File: src/rtl/apb_fsm_controller.sv
// APB-side sequencer of the AHB2APB bridge. Turns decoded AHB transfers
// into APB setup/access cycles and throttles AHB through Hreadyout.
// Every output is a flop; the *_d values are the ones loaded on the edge
// that leaves the current state.
module apb_fsm_controller #(
    parameter int ADDR_WIDTH = 32,
    parameter int DATA_WIDTH = 32,
    parameter int NSEL       = 3
) (
    input  logic                  Hclk,
    input  logic                  Hresetn,
    input  logic                  valid,
    input  logic                  Hwrite,
    input  logic [ADDR_WIDTH-1:0] Haddr,
    input  logic [DATA_WIDTH-1:0] Hwdata,
    input  logic [NSEL-1:0]       tempselx,
    output logic                  Hreadyout,
    output logic [NSEL-1:0]       Pselx,
    output logic                  Penable,
    output logic                  Pwrite,
    output logic [ADDR_WIDTH-1:0] Paddr,
    output logic [DATA_WIDTH-1:0] Pwdata
);

    typedef enum logic [2:0] {
        ST_IDLE    = 3'd0,
        ST_WWAIT   = 3'd1,
        ST_RSETUP  = 3'd2,
        ST_RACCESS = 3'd3,
        ST_WSETUP  = 3'd4,
        ST_WACCESS = 3'd5
    } state_t;

    state_t                state_q, state_d;
    logic                  hreadyout_q, hreadyout_d;
    logic [NSEL-1:0]       pselx_q, pselx_d;
    logic [NSEL-1:0]       sel_q, sel_d;
    logic                  penable_q, penable_d;
    logic                  pwrite_q, pwrite_d;
    logic [ADDR_WIDTH-1:0] paddr_q, paddr_d;
    logic [DATA_WIDTH-1:0] pwdata_q, pwdata_d;

    // State and registered outputs; reset abandons any transfer in flight
    always_ff @(posedge Hclk or negedge Hresetn) begin
        if (!Hresetn) begin
            state_q     <= ST_IDLE;
            hreadyout_q <= 1'b1;
            pselx_q     <= '0;
            sel_q       <= '0;
            penable_q   <= 1'b0;
            pwrite_q    <= 1'b0;
            paddr_q     <= '0;
            pwdata_q    <= '0;
        end else begin
            state_q     <= state_d;
            hreadyout_q <= hreadyout_d;
            pselx_q     <= pselx_d;
            sel_q       <= sel_d;
            penable_q   <= penable_d;
            pwrite_q    <= pwrite_d;
            paddr_q     <= paddr_d;
            pwdata_q    <= pwdata_d;
        end
    end

    // Next state; idle and both access states take a new transfer directly
    always_comb begin
        state_d = ST_IDLE;
        unique case (state_q)
            ST_IDLE, ST_RACCESS, ST_WACCESS: begin
                if (valid) state_d = Hwrite ? ST_WWAIT : ST_RSETUP;
                else       state_d = ST_IDLE;
            end
            ST_WWAIT:  state_d = ST_WSETUP;
            ST_RSETUP: state_d = ST_RACCESS;
            ST_WSETUP: state_d = ST_WACCESS;
            default:   state_d = ST_IDLE;
        endcase
    end

    // Output values loaded on the edge leaving the current state.
    // Writes park the select in sel_q for one cycle because Hwdata only
    // becomes valid in the data phase.
    always_comb begin
        hreadyout_d = hreadyout_q;
        pselx_d     = pselx_q;
        sel_d       = sel_q;
        penable_d   = penable_q;
        pwrite_d    = pwrite_q;
        paddr_d     = paddr_q;
        pwdata_d    = pwdata_q;
        unique case (state_q)
            ST_IDLE, ST_RACCESS, ST_WACCESS: begin
                penable_d = 1'b0;
                if (valid && !Hwrite) begin
                    paddr_d     = Haddr;
                    pselx_d     = tempselx;
                    pwrite_d    = 1'b0;
                    hreadyout_d = 1'b0;
                end else if (valid) begin
                    paddr_d     = Haddr;
                    sel_d       = tempselx;
                    pselx_d     = '0;
                    hreadyout_d = 1'b0;
                end else begin
                    pselx_d     = '0;
                    pwrite_d    = 1'b0;
                    hreadyout_d = 1'b1;
                end
            end
            ST_WWAIT: begin
                pwdata_d = Hwdata;
                pselx_d  = sel_q;
                pwrite_d = 1'b1;
            end
            ST_RSETUP, ST_WSETUP: begin
                penable_d   = 1'b1;
                hreadyout_d = 1'b1;
            end
            default: begin
                // Unreachable encodings fall back to the reset picture
                hreadyout_d = 1'b1;
                pselx_d     = '0;
                sel_d       = '0;
                penable_d   = 1'b0;
                pwrite_d    = 1'b0;
                paddr_d     = '0;
                pwdata_d    = '0;
            end
        endcase
    end

    assign Hreadyout = hreadyout_q;
    assign Pselx     = pselx_q;
    assign Penable   = penable_q;
    assign Pwrite    = pwrite_q;
    assign Paddr     = paddr_q;
    assign Pwdata    = pwdata_q;

endmodule

File: config.mk
export PLATFORM = sky130hd
export DESIGN_NAME = apb_fsm_controller
export DESIGN_NICKNAME = d
export VERILOG_FILES = /design/src/rtl/apb_fsm_controller.sv
export SDC_FILE = /design/constraint.sdc
export NUM_CORES = 1
export LEC_CHECK = 0
export CAP_MARGIN = 10
export CELL_PAD_IN_SITES_DETAIL_PLACEMENT = 1
export CELL_PAD_IN_SITES_GLOBAL_PLACEMENT = 2
export CORE_MARGIN = 2
export CORE_UTILIZATION = 26
export DETAILED_ROUTE_END_ITERATION = 8
export PLACE_DENSITY_LB_ADDON = 0.12
export RECOVER_POWER = 25
export SYNTH_ARGS = -nofsm -noshare
export SYNTH_HDL_FRONTEND = slang
export SYNTH_SLANG_ARGS = --single-unit
export TNS_END_PERCENT = 20
File: constraint.sdc
create_clock -name Hclk -period 4.1 [get_ports Hclk]
set_input_delay 0.41 -clock Hclk [delete_from_list [all_inputs] [get_ports Hclk]]
set_output_delay 0.41 -clock Hclk [all_outputs]
set_load 0.02 [all_outputs]
==> results.yml <==
power_and_ir_drop:
  p_total_mw: 4.325
  power.leakage_nw: 2.378
  peakVddDrop_mv: 0.3011
  power_density_nw_per_um2: 839.6
clock_network:
  post_cts_buffers: 0
  ctsResizeCount: 0
  tritoncts: "built"
  clk-insertion-delay-late_ps: 340
  cts-root-buf: "clkbuf_16"
  htree_levels: 3
  path_clk_slew_ps: 60
  clk_path_buf_depth: 2
  cts.sinks: 76
  hold_buffers: 0
  cts_buffers: 9
final_layout:
  drive_gt1_share_pct: 5.198
  design_area_um2: 5151
  fin_util_pct: 40.99
  nNetsFinal: 547
  area_delta_synth_final_pct: 54.48
  antenna_cells: 0
routing:
  routed_wl_mm: 9.673
  drt_iter0_markers: 94
  drcViolationCount: 0
  num_vias: 2900
  wl_per_cell_um: 14.81
  first_pass_iters: 4
  drt.antenna.violating_nets: 0
  routed_via_density: 4.441
logic_synthesis:
  synth_cells: 346
  netlist_area_um2: 3334
  seq_area_frac_synth_pct: 57.07
  synth_fp_nets: 417
  ys_types: 34
  ys_seq_elements: 76
  synth_edf_count: 0
  postSynth.asyncResetShare_pct: 100.0
  postSynthAreaPerCell_um2: 9.637
  synthFlopType: "dfrtp_1"
  yosys_warnings: 0
worst_setup_path:
  critPathBufInv: 2
  crit_type: "in -> async"
  arrival_ps: 2920
  cp_slowest_cell: "clkbuf_1"
  path_cells: "clkbuf_1 > clkbuf_2"
  worst-path-max-fanout: 40
  worstSetupEndpointType: "async pin"
  crit_family: "buffers and inverters"
  max_stage_delay_ps: 1440
  start_kind: "primary input"
  worstPathRequired_ps: 4410
placed_design:
  numPortBuffers: 140
  dp_hpwl_mm: 6.392
  dpl_cell_area_um2: 4853
  routabilityCongestion: 0.6828
timing:
  period_needed_ps: 2608
  fin_worst_skew_ps: 5.277
  tightest_slew_ps: 2058
  fmax_ghz: 0.3835
  hold_viol_final: 0
  maxSlewHeadroom_pct: -37.20
  finalSetupTns_ps: 0
  rsz0062_at_grt: "false"
  drv_slew: 38
  min_period_over_period_pct: 63.60
  finalSetupViolCount: 0
global_routing:
  grtUsageTotal_pct: 14.87
  antenna_found_initial: 0
  grt_max_degree: 107
  grt_pass1_vias: 3012
  grt_overflow: 0
  grt_pass1_wl_mm: 15.44
floorplan:
  die-area_um2: 13750
  rows: 41
  io_pins: 141
  start_util_pct: 26.53
  core-area_um2: 12570
  die_h_um: 117.2
  die_w_um: 117.2
outcome:
  violations: "capacitance limit, slew limit"
  status: "finished, violations left"
worst_hold_path:
  hold_path_class: "reg -> reg"
run:
  maxCapViolations: 1
==> routing by layer <==
metal  vias to the layer above  GRT usage, %  wire [um]
li1                       1386             -          -
met2                        96         22.72       4342
met1                      1410         18.39       4227
met5                         -             0          0
met4                         0         5.176        136
met3                         8         7.158        966
==> state kept, by name, indices dropped and copies added, names as in the netlist <==
name,cells
state_q,3
Penable,1
Hreadyout,1
Pwdata,32
Pwrite,1
Paddr,32
Pselx,3
sel_q,3
==> placed cells by master, fill, tap and decap left out, drive strengths merged, types with 2 or more instances in the layout <==
| master | synthesis | routed |
|---|---|---|
| nand3 | 32 | 32 |
| nor2 | 2 | 2 |
| nor2b | 3 | 3 |
| buf | 14 | 2 |
| dfrtp | 75 | 75 |
| nand2 | 143 | 143 |
| clkinv | 0 | 2 |
| a31oi | 3 | 3 |
| clkbuf | 10 | 14 |
| nor3 | 3 | 3 |
| xnor2 | 2 | 2 |
| nand4 | 3 | 3 |
| mux2i | 35 | 35 |
| o21ai | 2 | 2 |
| clkdlybuf4s50 | 0 | 139 |
| a21oi | 2 | 2 |
==> cell usage after synthesis (2+ instances only) <==
master,n,area share [%]
nor2_1,2,0.23
nand4_1,3,0.56
o21ai_0,2,0.30
a31oi_1,3,0.56
nand2_1,143,16
mux2i_1,35,11
xnor2_1,2,0.53
clkbuf_1,10,1.1
dfrtp_1,75,56
nand3_1,32,4.8
buf_1,3,0.34
buf_2,7,1.1
a21oi_1,2,0.30
nor3_1,3,0.45
buf_6,3,1.0
nor2b_1,3,0.56
==> cell families (layout without fill, tap and decap cells) <==
| family | count (synthesis) | after routing | share of synthesized area, % |
|---|---|---|---|
| compound gates | 12 | 12 | 2.627 |
| buf+inv | 25 | 160 | 3.865 |
| fa+ha+maj | 1 | 1 | 0.3002 |
| simple gates | 195 | 195 | 25.10 |
| flops | 76 | 76 | 57.07 |
| xor+xnor | 2 | 2 | 0.5254 |
| mux | 35 | 35 | 10.51 |
==> worst paths after layout <==
check,from,endpoint,slack (ps),cells after the start
worst max-delay path,Hresetn,Paddr[13],1490,2
worst min-delay path,Penable,Penable,470,2
worst max register to register,state_q[0],Paddr[3],1690,4
worst min register to register,Penable,Penable,470,2
max in group Hclk,state_q[0],Paddr[3],1690,4
min in group asynchronous,Hresetn,Paddr[22],650,1
==> per-stage QoR <==
stage	std cells	setup slack (ps)	hold slack (ps)
2_1_floorplan	346	2622	114.4
3_3_place_gp	637	1706	412.4
3_5_place_dp	637	1662	411.4
4_1_cts	653	1647	38.33
5_1_grt	653	857.5	513.7
6_report	653	1492	474.9
==> cell type report <==
type / count / area [um^2]
fill: 1422 / 7417
sequential: 76 / 1903
timing repair buffer: 143 / 1415
multi-input combinational: 245 / 1310
clock buffer: 12 / 256.5
tap: 172 / 215.2
clock inverter: 4 / 47.55
inverter: 1 / 3.754
==> power by group <==
part           leakage (nW)  internal (mW)  total, mW  switching, mW
Clock                 0.149          0.502      0.812          0.310
Combinational          1.28          0.985       2.14           1.16
Sequential            0.944           1.12       1.37          0.250
Total                  2.38           2.61       4.33           1.72
(Power assumes the default switching activity.)
